## config.mk

```make
export PLATFORM = sky130hd
export DESIGN_NAME = mem_access_stage_flat
export DESIGN_NICKNAME = d
export VERILOG_FILES = /design/src/rtl/mem_access_stage_if.sv /design/src/rtl/mem_access_stage.sv /design/src/flat_wrapper.sv
export SDC_FILE = /design/constraint.sdc
export NUM_CORES = 1
export LEC_CHECK = 0
export CORE_MARGIN = 3
export CORE_UTILIZATION = 47
export CTS_BUF_LIST = sky130_fd_sc_hd__clkbuf_2
export CTS_CLUSTER_DIAMETER = 200
export DETAILED_ROUTE_END_ITERATION = 10
export GPL_ROUTABILITY_DRIVEN = 0
export HOLD_SLACK_MARGIN = 0.1
export PLACE_DENSITY_LB_ADDON = 0.2
export SETUP_SLACK_MARGIN = 0.3
export SYNTH_ARGS = -nofsm -noshare
export SYNTH_HDL_FRONTEND = slang
export SYNTH_SLANG_ARGS = --single-unit
```

## constraint.sdc

```tcl
create_clock -name clk -period 3.15 [get_ports clk]
set_input_delay 0.63 -clock clk [delete_from_list [all_inputs] [get_ports clk]]
set_output_delay 0.63 -clock clk [all_outputs]
set_load 0.005 [all_outputs]
```

## src/rtl/mem_access_stage_if.sv

```systemverilog
// mem_access_stage_if: data-bus req/ready channel between the memory stage and the data memory
interface mem_access_stage_if;
    logic        dbus_req;
    logic        dbus_we;
    logic [31:0] dbus_addr;
    logic [3:0]  dbus_be;
    logic [31:0] dbus_wdata;
    logic        dbus_ready;
    logic [31:0] dbus_rdata;
    modport master (output dbus_req, dbus_we, dbus_addr, dbus_be, dbus_wdata, input dbus_ready, dbus_rdata);
    modport slave (input dbus_req, dbus_we, dbus_addr, dbus_be, dbus_wdata, output dbus_ready, dbus_rdata);
endinterface

```

## src/rtl/mem_access_stage.sv

```systemverilog
// mem_access_stage: RV32 memory-stage bus controller with byte lanes, load extension, stall and fault/timeout
module mem_access_stage #(
    parameter int TIMEOUT_CYCLES = 0
) (
    input  logic                      clk,
    input  logic                      rst,
    input  logic                      MemReqM,
    input  logic                      MemWriteM,
    input  logic [31:0]               ALUResultM,
    input  logic [31:0]               WriteDataM,
    input  logic [2:0]                funct3M,
    mem_access_stage_if.master        dbus,
    output logic [31:0]               ReadDataM,
    output logic                      StallM,
    output logic                      MemFaultM
);
    typedef enum logic [1:0] {IDLE, BUSY, DONE} state_t;
    state_t      state;
    logic [2:0]  f3_q;
    logic [1:0]  off_q;
    logic [31:0] cnt;
    logic        legal, aligned, ok, timeout;
    logic [3:0]  be_n;
    logic [31:0] wdata_n, lane, load_data;
    always_comb begin
        legal = (funct3M[1:0] != 2'b11) && (!funct3M[2] || (!MemWriteM && funct3M[1:0] != 2'b10));
        aligned = funct3M[1] ? ALUResultM[1:0] == 2'b00 : funct3M[0] ? !ALUResultM[0] : 1'b1;
        ok = MemReqM && legal && aligned;
        be_n = funct3M[1] ? 4'b1111 : funct3M[0] ? (ALUResultM[1] ? 4'b1100 : 4'b0011) : 4'b0001 << ALUResultM[1:0];
        wdata_n = funct3M[1] ? WriteDataM : funct3M[0] ? {2{WriteDataM[15:0]}} : {4{WriteDataM[7:0]}};
        lane = dbus.dbus_rdata >> {off_q, 3'b000};
        load_data = f3_q[1] ? lane :
                    f3_q[0] ? {{16{lane[15] & !f3_q[2]}}, lane[15:0]} : {{24{lane[7] & !f3_q[2]}}, lane[7:0]};
        // the counter would reach the limit at this edge unless ready arrives
        timeout = TIMEOUT_CYCLES > 0 && cnt == 32'(TIMEOUT_CYCLES - 1);
        StallM = !rst && ((state == IDLE && ok) || state == BUSY);
    end
    always_ff @(posedge clk) begin
        if (rst) begin
            state           <= IDLE;
            dbus.dbus_req   <= 1'b0;
            dbus.dbus_we    <= 1'b0;
            dbus.dbus_addr  <= '0;
            dbus.dbus_be    <= '0;
            dbus.dbus_wdata <= '0;
            ReadDataM       <= '0;
            MemFaultM       <= 1'b0;
            cnt             <= '0;
            f3_q            <= '0;
            off_q           <= '0;
        end else begin
            MemFaultM <= 1'b0;
            case (state)
                IDLE: begin
                    if (ok) begin
                        state           <= BUSY;
                        dbus.dbus_req   <= 1'b1;
                        dbus.dbus_we    <= MemWriteM;
                        dbus.dbus_addr  <= {ALUResultM[31:2], 2'b00};
                        dbus.dbus_be    <= be_n;
                        dbus.dbus_wdata <= wdata_n;
                        f3_q            <= funct3M;
                        off_q           <= ALUResultM[1:0];
                        cnt             <= '0;
                    end else if (MemReqM) begin
                        MemFaultM <= 1'b1;
                    end
                end
                BUSY: begin
                    if (dbus.dbus_ready) begin
                        state         <= DONE;
                        dbus.dbus_req <= 1'b0;
                        ReadDataM     <= dbus.dbus_we ? '0 : load_data;
                    end else begin
                        cnt <= cnt + 32'd1;
                        if (timeout) begin
                            state         <= DONE;
                            dbus.dbus_req <= 1'b0;
                            ReadDataM     <= '0;
                            MemFaultM     <= 1'b1;
                        end
                    end
                end
                default: state <= IDLE;
            endcase
        end
    end
endmodule
```

## src/flat_wrapper.sv

```systemverilog
// flat-port wrapper written by rule: the top's interface ports become plain ports
module mem_access_stage_flat 
#(
    parameter int TIMEOUT_CYCLES = 0
)
  (clk, rst, MemReqM, MemWriteM, ALUResultM, WriteDataM, funct3M, ReadDataM, StallM, MemFaultM, dbus_dbus_req, dbus_dbus_we, dbus_dbus_addr, dbus_dbus_be, dbus_dbus_wdata, dbus_dbus_ready, dbus_dbus_rdata);
  mem_access_stage_if dbus_i ();
  input  logic clk;
  input  logic rst;
  input  logic MemReqM;
  input  logic MemWriteM;
  input  logic [31:0] ALUResultM;
  input  logic [31:0] WriteDataM;
  input  logic [2:0] funct3M;
  output logic [31:0] ReadDataM;
  output logic StallM;
  output logic MemFaultM;
  output wire logic [$bits(dbus_i.dbus_req)-1:0] dbus_dbus_req;
  output wire logic [$bits(dbus_i.dbus_we)-1:0] dbus_dbus_we;
  output wire logic [$bits(dbus_i.dbus_addr)-1:0] dbus_dbus_addr;
  output wire logic [$bits(dbus_i.dbus_be)-1:0] dbus_dbus_be;
  output wire logic [$bits(dbus_i.dbus_wdata)-1:0] dbus_dbus_wdata;
  input wire logic [$bits(dbus_i.dbus_ready)-1:0] dbus_dbus_ready;
  input wire logic [$bits(dbus_i.dbus_rdata)-1:0] dbus_dbus_rdata;
  assign dbus_dbus_req = dbus_i.dbus_req;
  assign dbus_dbus_we = dbus_i.dbus_we;
  assign dbus_dbus_addr = dbus_i.dbus_addr;
  assign dbus_dbus_be = dbus_i.dbus_be;
  assign dbus_dbus_wdata = dbus_i.dbus_wdata;
  assign dbus_i.dbus_ready = dbus_dbus_ready;
  assign dbus_i.dbus_rdata = dbus_dbus_rdata;
  mem_access_stage #(.TIMEOUT_CYCLES(TIMEOUT_CYCLES)) u_core (.clk(clk), .rst(rst), .MemReqM(MemReqM), .MemWriteM(MemWriteM), .ALUResultM(ALUResultM), .WriteDataM(WriteDataM), .funct3M(funct3M), .dbus(dbus_i), .ReadDataM(ReadDataM), .StallM(StallM), .MemFaultM(MemFaultM));
endmodule
```

# Word level (Yosys, flattened, before mapping)
# Index checks and enable logic that the tools add are counted.
dict set report classes {
  addsub 0
  multipliers 0
  div_mod_pow 0
  order_cmp 0
  eq_ne 5
  shifts 2
  n_mux 17
  bitwise 3
  reduce_logical 21
}
# cell n
set ops {}
lappend ops {{two-way mux 32 bit} 5}
lappend ops {{>> shifter 32 x 5 -> 32 bit} 1}
lappend ops {{two-way mux 4 bit} 3}
lappend ops {{logical AND 1 bit} 6}
lappend ops {{!= test 2 bit (second input constant)} 3}
lappend ops {{AND reduction 2 bit} 3}
lappend ops {{zero test 1 bit} 5}
lappend ops {{two-way mux 1 bit} 5}
lappend ops {{zero test 2 bit} 2}
lappend ops {{two-way mux 2 bit} 2}
lappend ops {{case mux 2 bit (2 select lines)} 1}
lappend ops {{left shift 1 x 2 -> 4 bit (first input constant)} 1}
lappend ops {{AND reduction 3 bit} 1}
lappend ops {{OR reduction 3 bit} 1}
lappend ops {{bitwise AND 1 bit} 2}
lappend ops {{== test 2 x 1 -> 1 bit (second input constant)} 1}
lappend ops {{logical OR 1 bit} 2}
lappend ops {{!= test 2 x 1 -> 1 bit (second input constant)} 1}
lappend ops {{case mux 1 bit (2 select lines)} 1}
lappend ops {{nonzero test 2 bit} 1}
lappend ops {{NOT 1 bit} 1}
dict set report totals {
  reg_bits 108
  latchBits 0
  mem_bits_rw 0
  romBits 0
  in_bits 104
  output_inout_bits 104
  wordCells 58
  mem_count 0
}

# Longest topological paths before layout
dict set report depth {
  word_depth 9
  ltp_mapped 7
  depth_no_buf 4
}

# Worst setup path after synthesis
# No wires, ideal clock.
dict set report synth_path {
  kind {input -> output}
  from {input port funct3M[0]}
  to {output port StallM}
  arrival_time_ns 1.924
  required_ns 2.520
  slack_ns 0.596
  cell_stages 6
  path_buffers 3
  path_cell_list {buf_2 > or4_4 > a21o_1 > buf_6 > clkbuf_1 > a21oi_1}
}
dict set report synth_between {
  elab_chain_len 9
  elab_cells_between_ends 12
  classes_between {eq/ne: 2; mux: 2; reduce/logical: 8}
}
# element line
set synth_rtl {}
lappend synth_rtl {{start, declared} flat_wrapper.sv:14} ;# input logic [2:0] funct3M;
lappend synth_rtl {{!= test 2 bit} mem_access_stage.sv:26} ;# legal = (funct3M[1:0] != 2'b11) && (!funct3M[2] || (!MemWriteM && funct3M[1:0] != 2'b10));
lappend synth_rtl {{logical AND 1 bit} mem_access_stage.sv:26}
lappend synth_rtl {{logical OR 1 bit} mem_access_stage.sv:26}
lappend synth_rtl {{logical AND 1 bit} mem_access_stage.sv:26}
lappend synth_rtl {{logical AND 1 bit} mem_access_stage.sv:28} ;# ok = MemReqM && legal && aligned;
lappend synth_rtl {{logical AND 1 bit (*)} mem_access_stage.sv:28}
lappend synth_rtl {{logical AND 1 bit (*)} mem_access_stage.sv:36} ;# StallM = !rst && ((state == IDLE && ok) || state == BUSY);
lappend synth_rtl {{logical OR 1 bit (*)} mem_access_stage.sv:36}
lappend synth_rtl {{logical AND 1 bit (*)} mem_access_stage.sv:36}
lappend synth_rtl {{end, declared} flat_wrapper.sv:16} ;# output logic StallM;
# Mark *: on every way between the ends. The rest lies on a longest branch, timed or not.

# Final worst setup path
# Same ends and word-level chain as after synthesis.

==> results.cfg <==
[logic_synthesis]
yosysTopAreaCell = dfxtp_1
syn_inst = 513
netlist_top_cells_area = dfxtp_1 (47%), nand2_1 (7.9%), a21oi_1 (5.2%)
syn_avg_cell_area_sq_um = 9.06
synth_top_area_share_pct = 46.5
yosysWarnings = 0
synth_compound_area_share_pct = 20.2
muxShareOfSynthArea_pct = 11.0
ys_ff_latch = 108
yosysUniqueCellTypes = 37
synth_edf_count = 0
yosysSeqAreaShare_pct = 46.5
async_flop_share_pct = 0
synth_flop_cell = dfxtp_1
synth_adder_area_share_pct = 0
synth_xor_area_share_pct = 0
synth-simple-area-share_pct = 17.0
synth_area_sq_um = 4650
synth_top_family_by_area = compound AO/OA/AOI/OAI gates

[worst_setup_path]
path_delay_family = buffers and inverters
crit_path_end_kind = primary output
critical_path_arrival_ns = 2.12
cp.required_ns = 2.52
cpPeakStageDelay_ns = 0.56
worst-path-max-fanout = 2
critPathLaunchType = input pin
r2r_slack_ns = 0.99
path_buf_inv = 2
slowest_stage = or4_4
worstSetupPathType = input pin to primary output
path_depth = 5
path_cells = clkdlybuf4s50_1, or4_4, a21o_2, a21oi_1, buf_2
rr_worst_depth = 3

[run_status]
outcome = finished clean

[drt]
drtIter0Drc = 216
drc = 0
totalWireLength_um = 14100
dr_total_vias = 4587
ant_nets = 0
firstDrtPassIters = 4
wl_per_cell_um = 16.9
viasPerCell = 5.47

[sta]
max-slew-margin-rel_pct = 21.2
hold_viol_final = 0
fin_crit_ns = 2.75
worst_pin_slew_ns = 1.18
setup-violations-final = 0
skew_ns = 0.0220
fmax_mhz = 364
maxSlewViolCount = 0
fin_crit_sh_pct = 87.3
rsz0062_at_grt = no

[power_and_ir_drop]
peakVddDrop_mv = 0.250
p_leak_nw = 2.45
p_per_area_nw_per_um2 = 380

[clock_network]
cts_tree = done
h-tree-depth = 3
clkSinkCount = 108
path_clk_slew_ns = 0.25
cts_buffers = 9
clockRootBuffer = clkbuf_2
worstSkewPairLatency_ns = 0.56
postCtsHoldBufs = 0
cts_max_path_buffers = 2

[cells_and_area]
layout-area-overhead-vs-synth_pct = 48.6
layout.cells.non_filler = 838
fin_nets = 809
layout-drive-gt1-share_pct = 8.32
final_area_sq_um = 6910
diodes = 0

[grt]
grt_remaining_overflow = 0
grt_max_degree = 80
antenna_found_initial = 0
grt_pass1_wl_um = 22600
grt_pass1_vias = 4517
grtUsageTotal_pct = 25.1

[placement]
dpl.hpwl_um = 10600
dp_cells = 822
placed_area_sq_um = 6800
io_buffer_count = 205

[worst_hold_path]
holdPathStages = 2
hp-class = flop to flop

[run]
cap_violations = 0

[floorplan]
num_io_pins = 208
std_cell_rows = 35
die-height_um = 105
start_util_pct = 49.4
die_width_um = 105
core_area_sq_um = 9420
dieArea_sq_um = 11100
[routing by layer]
metal | wire length (um) | part of all wire, % | GRT usage [%] | vias to the layer above
met3 | 1070 | 7.5 | 8.33 | 25
li1 | - | - | - | 2195
met5 | 0 | 0 | 0 | -
met4 | 348 | 2.5 | 7.97 | 0
met2 | 7190 | 51 | 43.7 | 192
met1 | 5530 | 39 | 29.0 | 2175
[cell usage in the layout (no fill, tap or decap), types with 18 or more instances in the layout]
cell,Yosys,final
buf_4,3,18
nand3b_1,18,18
mux2i_1,24,24
clkdlybuf4s50_1,0,203
nor2_1,48,48
o21ai_0,19,19
dfxtp_1,108,108
nand2_1,98,98
a21oi_1,48,48
[cells by family after synthesis]
family          count (synthesis)
compound gates                141
other cells                     1
mux                            40
buf+inv                        46
simple gates                  177
flops                         108
[flip-flops by register name, summed over array words and instances, names as in the netlist]
register / flops
u_core.MemFaultM: 1
u_core.ReadDataM: 32
u_core.dbus.dbus_addr: 30
u_core.dbus.dbus_be: 4
u_core.dbus.dbus_req: 1
u_core.dbus.dbus_wdata: 32
u_core.dbus.dbus_we: 1
u_core.f3_q: 3
u_core.off_q: 2
u_core.state: 2
[worst min-delay path: cells and delay by family, from the launching register on]
kind             cells  cell delay (ns)
flip-flops           1             0.37
AND/OR/NAND/NOR      1             0.05
AO/OA/AOI/OAI        1             0.05
[through the flow]
step / hold WS [ns] / total power, mW / setup slack (ns) / utilization (%) / setup TNS, ns
5_1_grt: 0.470 / 2.75 / 0.373 / 73.4 / 0
3_3_place_gp: 0.440 / 2.02 / -0.0252 / 72.2 / -0.0252
4_1_cts: 0.465 / 2.65 / 0.307 / 73.4 / 0
6_report: 0.473 / 2.62 / 0.401 / 73.4 / 0
3_5_place_dp: 0.446 / 2.04 / -0.0371 / 72.2 / -0.0371
2_1_floorplan: 0.449 / 1.72 / 0.596 / - / 0
[Yosys cell counts (16+ instances only)]
cell      count
a211oi_1     16
clkbuf_1     25
dfxtp_1     108
mux2i_1      24
a22oi_1      16
nand3b_1     18
nand2_1      98
o21ai_0      19
a21oi_1      48
o31ai_1      16
nor2_1       48
[timing repair]
item                                    in CTS  in global routing
pin swaps                                    1                  0
buffers inserted                             1                  0
resized for setup                            3                  1
gates cloned                                 0                  0
endpoints found under the setup margin       1                  1
[power breakdown]
part / total, mW / switching [mW] / internal, mW
Sequential: 1.47 / 0.0345 / 1.43
Clock: 0.614 / 0.435 / 0.178
Combinational: 0.545 / 0.230 / 0.315
[final cells by class]
class                   instances  area (sq um)
clock inverters                 5          53.8
clock buffers                  10          50.0
repair buffers                224          2210
multi-input cells             360          2260
well taps                     129           161
inverters                       2          7.51
fillers                       693          2510
flip-flops and latches        108          2160
[path summary, 6_finish.rpt]
check,start,endpoint
max,funct3M[0],StallM
min,u_core.dbus.dbus_addr[2],u_core.dbus.dbus_addr[2]
max reg2reg,u_core.state[1],u_core.ReadDataM[31]
min reg2reg,u_core.dbus.dbus_addr[2],u_core.dbus.dbus_addr[2]
(Power assumes the default switching activity.)
